**src/rtl/spi_flash_pkg.sv**
```systemverilog
// Shared opcodes, FSM states and JEDEC ID byte selection for the SPI flash responder.
package spi_flash_pkg;

    localparam logic [7:0] OP_READ = 8'h03;
    localparam logic [7:0] OP_RDID = 8'h9F;
    localparam logic [7:0] OP_RDSR = 8'h05;

    typedef enum logic [2:0] {
        ST_IDLE,
        ST_CMD,
        ST_ADDR,
        ST_DATA,
        ST_ID,
        ST_STAT,
        ST_IGNORE
    } state_e;

    function automatic logic [7:0] id_byte(input logic [23:0] id, input logic [1:0] idx);
        case (idx)
            2'd0:    return id[23:16];
            2'd1:    return id[15:8];
            default: return id[7:0];
        endcase
    endfunction

endpackage

```
**src/rtl/spi_sync_edge.sv**
```systemverilog
// Two-flop synchroniser plus a third flop for rise/fall detection of an async level.
module spi_sync_edge #(
    parameter logic RST_VAL = 1'b0
) (
    input  logic clk_i,
    input  logic rst_i,
    input  logic d_i,
    output logic rise_o,
    output logic fall_o
);

    logic [2:0] sh_q;

    always_ff @(posedge clk_i or posedge rst_i) begin
        if (rst_i) begin
            sh_q <= {3{RST_VAL}};
        end else begin
            sh_q <= {sh_q[1:0], d_i};
        end
    end

    assign rise_o = sh_q[1] & ~sh_q[2];
    assign fall_o = ~sh_q[1] & sh_q[2];

endmodule

```
**src/rtl/spi_flash_responder.sv**
```systemverilog
// SPI mode-0 slave emulating a serial NOR flash: READ, RDID and RDSR served from a byte memory port.
module spi_flash_responder
    import spi_flash_pkg::*;
#(
    parameter int unsigned ADDR_W   = 24,
    parameter logic [23:0] JEDEC_ID = 24'hEF4016,
    parameter logic [7:0]  STATUS   = 8'h00
) (
    input  logic              i_clk,
    input  logic              i_rst,
    input  logic              i_sck,
    input  logic              i_csn,
    input  logic              i_mosi,
    output logic              o_miso,
    output logic              o_miso_oe,
    output logic              o_mem_re,
    output logic [ADDR_W-1:0] o_mem_adr,
    input  logic [7:0]        i_mem_dat,
    output logic              o_cmd_err
);

    logic              sck_rise;
    logic              sck_fall;
    logic [1:0]        csn_sync_q;
    logic [1:0]        mosi_sync_q;
    logic              csn_s;
    logic              mosi_s;
    logic              csn_prev_q;

    state_e            state_q;
    logic [2:0]        bit_cnt_q;
    logic [1:0]        byte_cnt_q;
    logic [22:0]       rx_q;
    logic [7:0]        tx_q;
    logic [1:0]        id_idx_q;
    logic              rd_pend_q;
    logic              miso_q;
    logic              miso_oe_q;
    logic              mem_re_q;
    logic [ADDR_W-1:0] mem_adr_q;
    logic              cmd_err_q;

    logic [23:0]       rx_full_d;
    logic [7:0]        rx_byte_d;
    logic [1:0]        id_idx_d;

    spi_sync_edge #(
        .RST_VAL (1'b0)
    ) u_sck_sync (
        .clk_i  (i_clk),
        .rst_i  (i_rst),
        .d_i    (i_sck),
        .rise_o (sck_rise),
        .fall_o (sck_fall)
    );

    // CSn resets to its idle (deselected) level so reset release never fakes a frame start.
    always_ff @(posedge i_clk or posedge i_rst) begin
        if (i_rst) begin
            csn_sync_q  <= '1;
            mosi_sync_q <= '0;
        end else begin
            csn_sync_q  <= {csn_sync_q[0], i_csn};
            mosi_sync_q <= {mosi_sync_q[0], i_mosi};
        end
    end

    assign csn_s  = csn_sync_q[1];
    assign mosi_s = mosi_sync_q[1];

    always_comb begin
        rx_full_d = {rx_q, mosi_s};
        rx_byte_d = rx_full_d[7:0];
        id_idx_d  = (id_idx_q == 2'd2) ? 2'd0 : id_idx_q + 2'd1;
    end

    always_ff @(posedge i_clk or posedge i_rst) begin
        if (i_rst) begin
            state_q    <= ST_IDLE;
            bit_cnt_q  <= '0;
            byte_cnt_q <= '0;
            rx_q       <= '0;
            tx_q       <= '0;
            id_idx_q   <= '0;
            rd_pend_q  <= 1'b0;
            miso_q     <= 1'b0;
            miso_oe_q  <= 1'b0;
            mem_re_q   <= 1'b0;
            mem_adr_q  <= '0;
            cmd_err_q  <= 1'b0;
            csn_prev_q <= 1'b1;
        end else begin
            csn_prev_q <= csn_s;
            mem_re_q   <= 1'b0;
            cmd_err_q  <= 1'b0;
            rd_pend_q  <= mem_re_q;

            if (csn_s) begin
                state_q    <= ST_IDLE;
                bit_cnt_q  <= '0;
                byte_cnt_q <= '0;
                miso_q     <= 1'b0;
                miso_oe_q  <= 1'b0;
                rd_pend_q  <= 1'b0;
            end else begin
                if (rd_pend_q && state_q == ST_DATA) begin
                    tx_q <= i_mem_dat;
                end

                case (state_q)
                    ST_IDLE: begin
                        if (csn_prev_q) begin
                            state_q <= ST_CMD;
                        end
                    end

                    ST_CMD: begin
                        if (sck_rise) begin
                            rx_q      <= rx_full_d[22:0];
                            bit_cnt_q <= bit_cnt_q + 3'd1;
                            if (bit_cnt_q == 3'd7) begin
                                case (rx_byte_d)
                                    OP_READ: begin
                                        state_q    <= ST_ADDR;
                                        byte_cnt_q <= '0;
                                    end
                                    OP_RDID: begin
                                        state_q  <= ST_ID;
                                        id_idx_q <= '0;
                                        tx_q     <= id_byte(JEDEC_ID, 2'd0);
                                    end
                                    OP_RDSR: begin
                                        state_q <= ST_STAT;
                                        tx_q    <= STATUS;
                                    end
                                    default: begin
                                        state_q   <= ST_IGNORE;
                                        cmd_err_q <= 1'b1;
                                    end
                                endcase
                            end
                        end
                    end

                    ST_ADDR: begin
                        if (sck_rise) begin
                            rx_q      <= rx_full_d[22:0];
                            bit_cnt_q <= bit_cnt_q + 3'd1;
                            if (bit_cnt_q == 3'd7) begin
                                if (byte_cnt_q == 2'd2) begin
                                    mem_adr_q  <= rx_full_d[ADDR_W-1:0];
                                    mem_re_q   <= 1'b1;
                                    byte_cnt_q <= '0;
                                    state_q    <= ST_DATA;
                                end else begin
                                    byte_cnt_q <= byte_cnt_q + 2'd1;
                                end
                            end
                        end
                    end

                    // bit_cnt keeps counting rises, so a fall seen at bit_cnt==7 drives the last bit of a byte.
                    ST_DATA, ST_ID, ST_STAT: begin
                        if (sck_rise) begin
                            bit_cnt_q <= bit_cnt_q + 3'd1;
                        end else if (sck_fall) begin
                            miso_q    <= tx_q[7];
                            miso_oe_q <= 1'b1;
                            tx_q      <= {tx_q[6:0], 1'b0};
                            if (bit_cnt_q == 3'd7) begin
                                if (state_q == ST_DATA) begin
                                    mem_adr_q <= mem_adr_q + ADDR_W'(1);
                                    mem_re_q  <= 1'b1;
                                end else if (state_q == ST_ID) begin
                                    id_idx_q <= id_idx_d;
                                    tx_q     <= id_byte(JEDEC_ID, id_idx_d);
                                end else begin
                                    tx_q <= STATUS;
                                end
                            end
                        end
                    end

                    ST_IGNORE: begin
                        miso_oe_q <= 1'b0;
                    end

                    default: begin
                        state_q <= ST_IDLE;
                    end
                endcase
            end
        end
    end

    assign o_miso    = miso_q;
    assign o_miso_oe = miso_oe_q;
    assign o_mem_re  = mem_re_q;
    assign o_mem_adr = mem_adr_q;
    assign o_cmd_err = cmd_err_q;

endmodule

```
**config.mk**
```make
export PLATFORM = sky130hd
export DESIGN_NAME = spi_flash_responder
export DESIGN_NICKNAME = d
export VERILOG_FILES = /design/src/rtl/spi_flash_pkg.sv /design/src/rtl/spi_sync_edge.sv /design/src/rtl/spi_flash_responder.sv
export SDC_FILE = /design/constraint.sdc
export NUM_CORES = 1
export LEC_CHECK = 0
export CELL_PAD_IN_SITES_DETAIL_PLACEMENT = 1
export CELL_PAD_IN_SITES_GLOBAL_PLACEMENT = 2
export CORE_MARGIN = 2
export CORE_UTILIZATION = 35
export CTS_CLUSTER_DIAMETER = 30
export CTS_CLUSTER_SIZE = 20
export DETAILED_ROUTE_END_ITERATION = 7
export PLACE_DENSITY = 0.85
export REMOVE_ABC_BUFFERS = 1
export SLEW_MARGIN = 20
export SYNTH_ARGS = -nofsm -noshare
export SYNTH_HDL_FRONTEND = slang
export SYNTH_SLANG_ARGS = --single-unit
```
**constraint.sdc**
```tcl
create_clock -name i_clk -period 5.2 [get_ports i_clk]
set_clock_uncertainty 0.2 [all_clocks]
set_input_delay 1.56 -clock i_clk [delete_from_list [all_inputs] [get_ports i_clk]]
set_output_delay 1.56 -clock i_clk [all_outputs]
set_load 0.01 [all_outputs]
```
==> impl_metrics.tcl, run 1 <==
set metrics [dict create \
    run_status "completed" \
    cts_htree_levels 3 \
    r2r_end "o_mem_adr[6]" \
    cts_buffers 9 \
    dominantRegCellSynth "sky130_fd_sc_hd__dfrtp_1" \
    crit_path_cell_trace "clkdlybuf4s50_1" \
    core_area_mm2 0.0120 \
    rows 40 \
    placed_cells 597 \
    critical_path.slowest_cell "sky130_fd_sc_hd__clkdlybuf4s50_1" \
    max_freq_mhz 310 \
    irDropWorstVdd_uv 183 \
    p_comb_frac 0.271 \
    power.switching_mw 0.711 \
    critical_path.startpoint_type "flop" \
    firstDrtPassIters 4 \
    synth_async_sr_flop_share 1.00 \
    cts.repair_timing.setup_buffer_count 0 \
    required_ns 3.44 \
    gp_congestion 0.807 \
    multi_input_area_mm2 0.00215 \
    detail_route.iter0.violations 148 \
    first_pass_grt_wire_length_mm 20.0 \
    clkPwrFrac 0.312 \
    unrepaired_setup_endpoints_after_global_routing "no" \
    synthesis.area_per_instance_um2 9.95 \
    cap_violations 0 \
    initial_core_util 0.359 \
    max-clock-path-buffers 2 \
    final_min_period_over_clock_period 0.621 \
    cp-end-kind "primary output" \
    power.switching_fraction 0.329 \
    path_buf_inv 1 \
    totalNegativeSetupSlack_ns 0 \
    finalCriticalPeriod_ns 3.23 \
    num-fill-cells 1355 \
    layout.area.seq_mm2 0.00196 \
    fin_nets 477 \
    r2r-start "state_q[2]" \
    num_antenna_cells 0 \
    cp_num_cells 1 \
    drv_slew 0 \
    grt_pass1_vias 3816 \
    max_stage_delay_ns 0.61 \
    power.density_cell_area_mw_per_mm2 428 \
    setup.worst_path.class "reg2out" \
    cts.sinks 78 \
    post_route_cells_drive_above_1_share 0.142 \
    synth_seq_area_share 0.454 \
    post_synthesis_cell_count 433 \
    detail_route.drc_violations 0 \
    die_h_um 115 \
    pwr-share-seq 0.417 \
    leakagePower_nw 2.08 \
    buffer_ports.inserted 40 \
    yosysWarningCount 0 \
    internal_dissipation_mw 1.45 \
    synth_enable_flop_cells 0 \
    cp_top_family "buffers and inverters" \
    detail_route.wirelength_mm 12.0 \
    final_cells 613 \
    slew-limit-headroom 0.317 \
    initial_antenna_violation_count 0 \
    die_width_um 115 \
    antenna_left 0 \
    worst_slew_pin_slew_ns 1.02 \
    vias_per_cell 5.81 \
    post_cts_hold_buffer_count 0 \
    crit_fanout 8 \
    min_path_type "reg2reg" \
    cts_tree "done" \
    final_common_cell "sky130_fd_sc_hd__dfrtp_1" \
    crit_path_start "o_mem_adr[6]" \
    vias 3561 \
    setup_viol 0 \
    cts_root_buf "sky130_fd_sc_hd__clkbuf_16" \
    route.detailed.wl_per_inst_um 19.5 \
    layout-area-overhead-vs-synth_pct 17.5 \
    track_usage 0.195 \
    gr-total-overflow 0 \
    clk_transition_reported_paths_ns 0.06 \
    pin_count_of_the_biggest_net_entering_global_routing 55 \
    final_cell_mix "sky130_fd_sc_hd__dfrtp_1, sky130_fd_sc_hd__nand2_1, sky130_fd_sc_hd__a21oi_1" \
    worstRegToRegCells 6 \
    post-dp-hpwl_mm 8.13 \
    area_of_the_die_mm2 0.0132 \
    hold_violations 0 \
    worstSkewPairLatency_ns 0.34 \
    ys_ff_latch 78 \
    cts_resized 0 \
    mappedNetlistArea_mm2 0.00431 \
    r2r_slack_ns 2.07 \
    crit_end "o_mem_adr[6]" \
    top_level_ports 41 \
    post_synth_num_cell_types 70 \
    cp_data_arrival_time_ns 1.47 \
]
[cells in the mapped netlist, drive strengths merged (6+ instances only)]
cell type,number,area (µm²)
nor2,33,134
nand2,44,170
inv,11,41.3
nor3,6,30.0
dfrtp,75,1880
nand4,13,96.3
o21ai,25,129
nand3,17,90.1
mux2,25,282
a2bb2oi,14,129
nand2b,6,37.5
a21oi,41,205
buf,20,141
nor4,7,88.8
o22ai,9,56.3
[sequential cells by signal, summed over array words and instances (netlist names), 3 cells and up]
signal           count
bit_cnt_q            3
o_mem_adr           24
rx_q                23
state_q              3
tx_q                 8
u_sck_sync.sh_q      3
[kinds of logic (layout without fill, tap and decap cells)]
kind of cell	Yosys count	count (layout)	share of synthesized area
adders and majority gates	3	3	0.00872
and+or+nand+nor	159	159	0.217
muxes	30	30	0.0770
xor gates and xnor gates	1	1	0.00203
DFF	78	78	0.454
buffers and inverters	35	68	0.0459
AOI/OAI and AO/OA	127	127	0.195
[worst min-delay path by stage]
| stage | startpoint | slack [ns] | depth (start not counted) | to |
|---|---|---|---|---|
| after detailed placement | u_sck_sync.sh_q[0] | 0.14 | 0 | u_sck_sync.sh_q[1] |
| after global routing | csn_sync_q[0] | 0.17 | 0 | csn_sync_q[1] |
| after CTS | mosi_sync_q[0] | 0.16 | 0 | mosi_sync_q[1] |
| final | u_sck_sync.sh_q[0] | 0.16 | 0 | u_sck_sync.sh_q[1] |
| after floorplan | mosi_sync_q[0] | 0.13 | 0 | mosi_sync_q[1] |
| after global placement | mosi_sync_q[0] | 0.13 | 0 | mosi_sync_q[1] |
[metrics by stage]
stage	util	setup slack [ns]	hold slack [ns]	cell area, µm²	total power [mW]
global placement	0.395	1.95	0.133	4740	1.48
finish	0.421	1.97	0.157	5060	2.16
floorplan	-	1.45	0.131	4150	1.22
global route	0.421	1.73	0.166	5060	2.29
detailed placement	0.395	1.90	0.136	4740	1.50
CTS	0.421	1.97	0.158	5060	2.18
[power groups by stage]
stage / Sequential (mW) / Clock [mW] / Combinational, mW
detailed placement: 0.911 / 0 / 0.589
finish: 0.902 / 0.675 / 0.587
floorplan: 0.893 / 0 / 0.324
global placement: 0.903 / 0 / 0.575
global route: 0.929 / 0.711 / 0.651
CTS: 0.902 / 0.688 / 0.595
[cell type report]
class | count | area share
Clock buffer | 10 | 0.0453
Multi-Input combinational cell | 320 | 0.426
Sequential cell | 78 | 0.386
Tap cell | 147 | 0.0364
Clock inverter | 6 | 0.0171
Timing Repair Buffer | 41 | 0.0806
Inverter | 11 | 0.00865
[metal layers]
layer | vias to the layer above | share of wire | track usage
met5 | - | 0 | 0
met4 | 0 | 0.016 | 0.0787
met3 | 13 | 0.025 | 0.0232
met2 | 65 | 0.50 | 0.323
met1 | 1812 | 0.46 | 0.260
li1 | 1671 | - | -
No activity file was read; power rests on OpenSTA's default activity.
==> run 2: changes to the inputs <==
CORE_UTILIZATION = 33   (was 35)
PLACE_DENSITY = 0.84   (was 0.85)
clock period = 2.9 ns   (was 5.2 ns; I/O delays follow)
==> run 2 against run 1 <==
  * Utilization fell by 1.4 points
  * Via count rose by 2.2%
  * Global-route usage fell by 1.0 points
  * Power rose by 79%
  * Die area rose by 5.9%
  * Combinational power rose by 87%
  * Sequential share of layout area fell by 0.78 points
==> impl_metrics.tcl, run 2 (synthesis results as in run 1) <==
set metrics [dict create \
    multi_input_area_mm2 0.00215 \
    cp_top_family "buffers and inverters" \
    die_width_um 118 \
    power.switching_fraction 0.338 \
    crit_path_cell_trace "clkdlybuf4s50_1" \
    core_area_mm2 0.0127 \
    num-fill-cells 1430 \
    post_route_cells_drive_above_1_share 0.158 \
    postLayoutCoreUtil 0.408 \
    first_pass_grt_wire_length_mm 20.8 \
    cts_root_buf "sky130_fd_sc_hd__clkbuf_16" \
    pwr-share-seq 0.416 \
    layout-area-overhead-vs-synth_pct 19.9 \
    unrepaired_setup_endpoints_after_global_routing "no" \
    p_comb_frac 0.283 \
    run_status "completed" \
    cts_resized 0 \
    drv_slew 0 \
    cts.sinks 78 \
    max_stage_delay_ns 0.60 \
    max_freq_mhz 396 \
    power.density_cell_area_mw_per_mm2 751 \
    worstSkewPairLatency_ns 0.34 \
    cts_tree "done" \
    final_cell_mix "sky130_fd_sc_hd__dfrtp_1, sky130_fd_sc_hd__nand2_1, sky130_fd_sc_hd__a21oi_1" \
    firstDrtPassIters 4 \
    required_ns 1.83 \
    cap_violations 0 \
    max_reg_flops 24 \
    power.switching_mw 1.31 \
    setup.worst_path.class "reg2out" \
    num_antenna_cells 0 \
    worst_slew_pin_slew_ns 0.625 \
    top_level_ports 41 \
    post_cts_hold_buffer_count 0 \
    cts_htree_levels 3 \
    final_min_period_over_clock_period 0.872 \
    path_buf_inv 1 \
    cp_data_arrival_time_ns 1.46 \
    grt_pass1_vias 3921 \
    gp_congestion 0.854 \
    detail_route.drc_violations 0 \
    fin_nets 487 \
    min_path_type "reg2reg" \
    slew-limit-headroom 0.583 \
    max-clock-path-buffers 2 \
    rows 41 \
    track_usage 0.185 \
    internal_dissipation_mw 2.57 \
    finalCriticalPeriod_ns 2.53 \
    cp-end-kind "primary output" \
    total_power_mw 3.88 \
    die_h_um 118 \
    irDropWorstVdd_uv 377 \
    initial_antenna_violation_count 0 \
    cts.repair_timing.setup_buffer_count 0 \
    antenna_left 0 \
    vias_per_cell 5.62 \
    hold_violations 0 \
    initial_core_util 0.340 \
    gr-total-overflow 0 \
    setup_viol 0 \
    vias 3640 \
    leakagePower_nw 2.12 \
    area_of_the_die_mm2 0.0140 \
    critical_path.slowest_cell "sky130_fd_sc_hd__clkdlybuf4s50_1" \
    clkPwrFrac 0.301 \
    critical_path.startpoint_type "flop" \
    clk_transition_reported_paths_ns 0.06 \
    detail_route.iter0.violations 181 \
    crit_fanout 8 \
    final.hold.worst_slack_ns 0.156 \
    cts_buffers 9 \
    buffer_ports.inserted 40 \
    route.detailed.wl_per_inst_um 19.0 \
    detail_route.wirelength_mm 12.3 \
    post-dp-hpwl_mm 8.57 \
    pin_count_of_the_biggest_net_entering_global_routing 79 \
    layout.area.seq_mm2 0.00196 \
    totalNegativeSetupSlack_ns 0 \
    final_common_cell "sky130_fd_sc_hd__dfrtp_1" \
]
-- run 2: worst paths after layout --
path                               start            end  depth (start not counted)  slack [ns]
hold reg to reg            csn_sync_q[0]  csn_sync_q[1]                          0        0.16
min in group asynchronous          i_rst         o_miso                          3        0.73
setup reg to reg            bit_cnt_q[0]   o_mem_adr[6]                          8        0.42
max in group asynchronous          i_rst  csn_sync_q[0]                          3        1.38
setup / recovery            o_mem_adr[6]   o_mem_adr[6]                          1        0.37
hold / removal             csn_sync_q[0]  csn_sync_q[1]                          0        0.16
-- run 2: power by group through the flow --
| stage | Clock, mW | Sequential [mW] | Combinational [mW] |
|---|---|---|---|
| 2_1_floorplan | 0 | 1.60 | 0.581 |
| 3_3_place_gp | 0 | 1.62 | 1.07 |
| 3_5_place_dp | 0 | 1.63 | 1.10 |
| 4_1_cts | 1.19 | 1.61 | 1.11 |
| 5_1_grt | 1.24 | 1.66 | 1.21 |
| 6_report | 1.17 | 1.61 | 1.10 |
-- run 2: per-stage QoR --
| stage | instances | instance area, µm² | setup WS, ns |
|---|---|---|---|
| after floorplan | 409 | 4150 | -0.160 |
| after global placement | 632 | 4860 | 0.549 |
| after detailed placement | 632 | 4860 | 0.411 |
| after CTS | 648 | 5160 | 0.351 |
| after global routing | 648 | 5160 | 0.277 |
| final | 648 | 5160 | 0.372 |
-- run 2: area by class of cell --
cell class,count,share of cell area
clock buffer,12,0.0477
clock inverter,4,0.0107
inverter,11,0.00824
multi-input combinational,320,0.417
sequential,78,0.379
tap,172,0.0417
timing repair buffer,51,0.0960
-- run 2: per-layer routing --
| metal | track usage | share of wire | vias to the layer above |
|---|---|---|---|
| li1 | - | - | 1698 |
| met1 | 0.245 | 0.46 | 1867 |
| met2 | 0.301 | 0.49 | 60 |
| met3 | 0.0405 | 0.036 | 15 |
| met4 | 0.0535 | 0.014 | 0 |
| met5 | 0 | 0 | - |
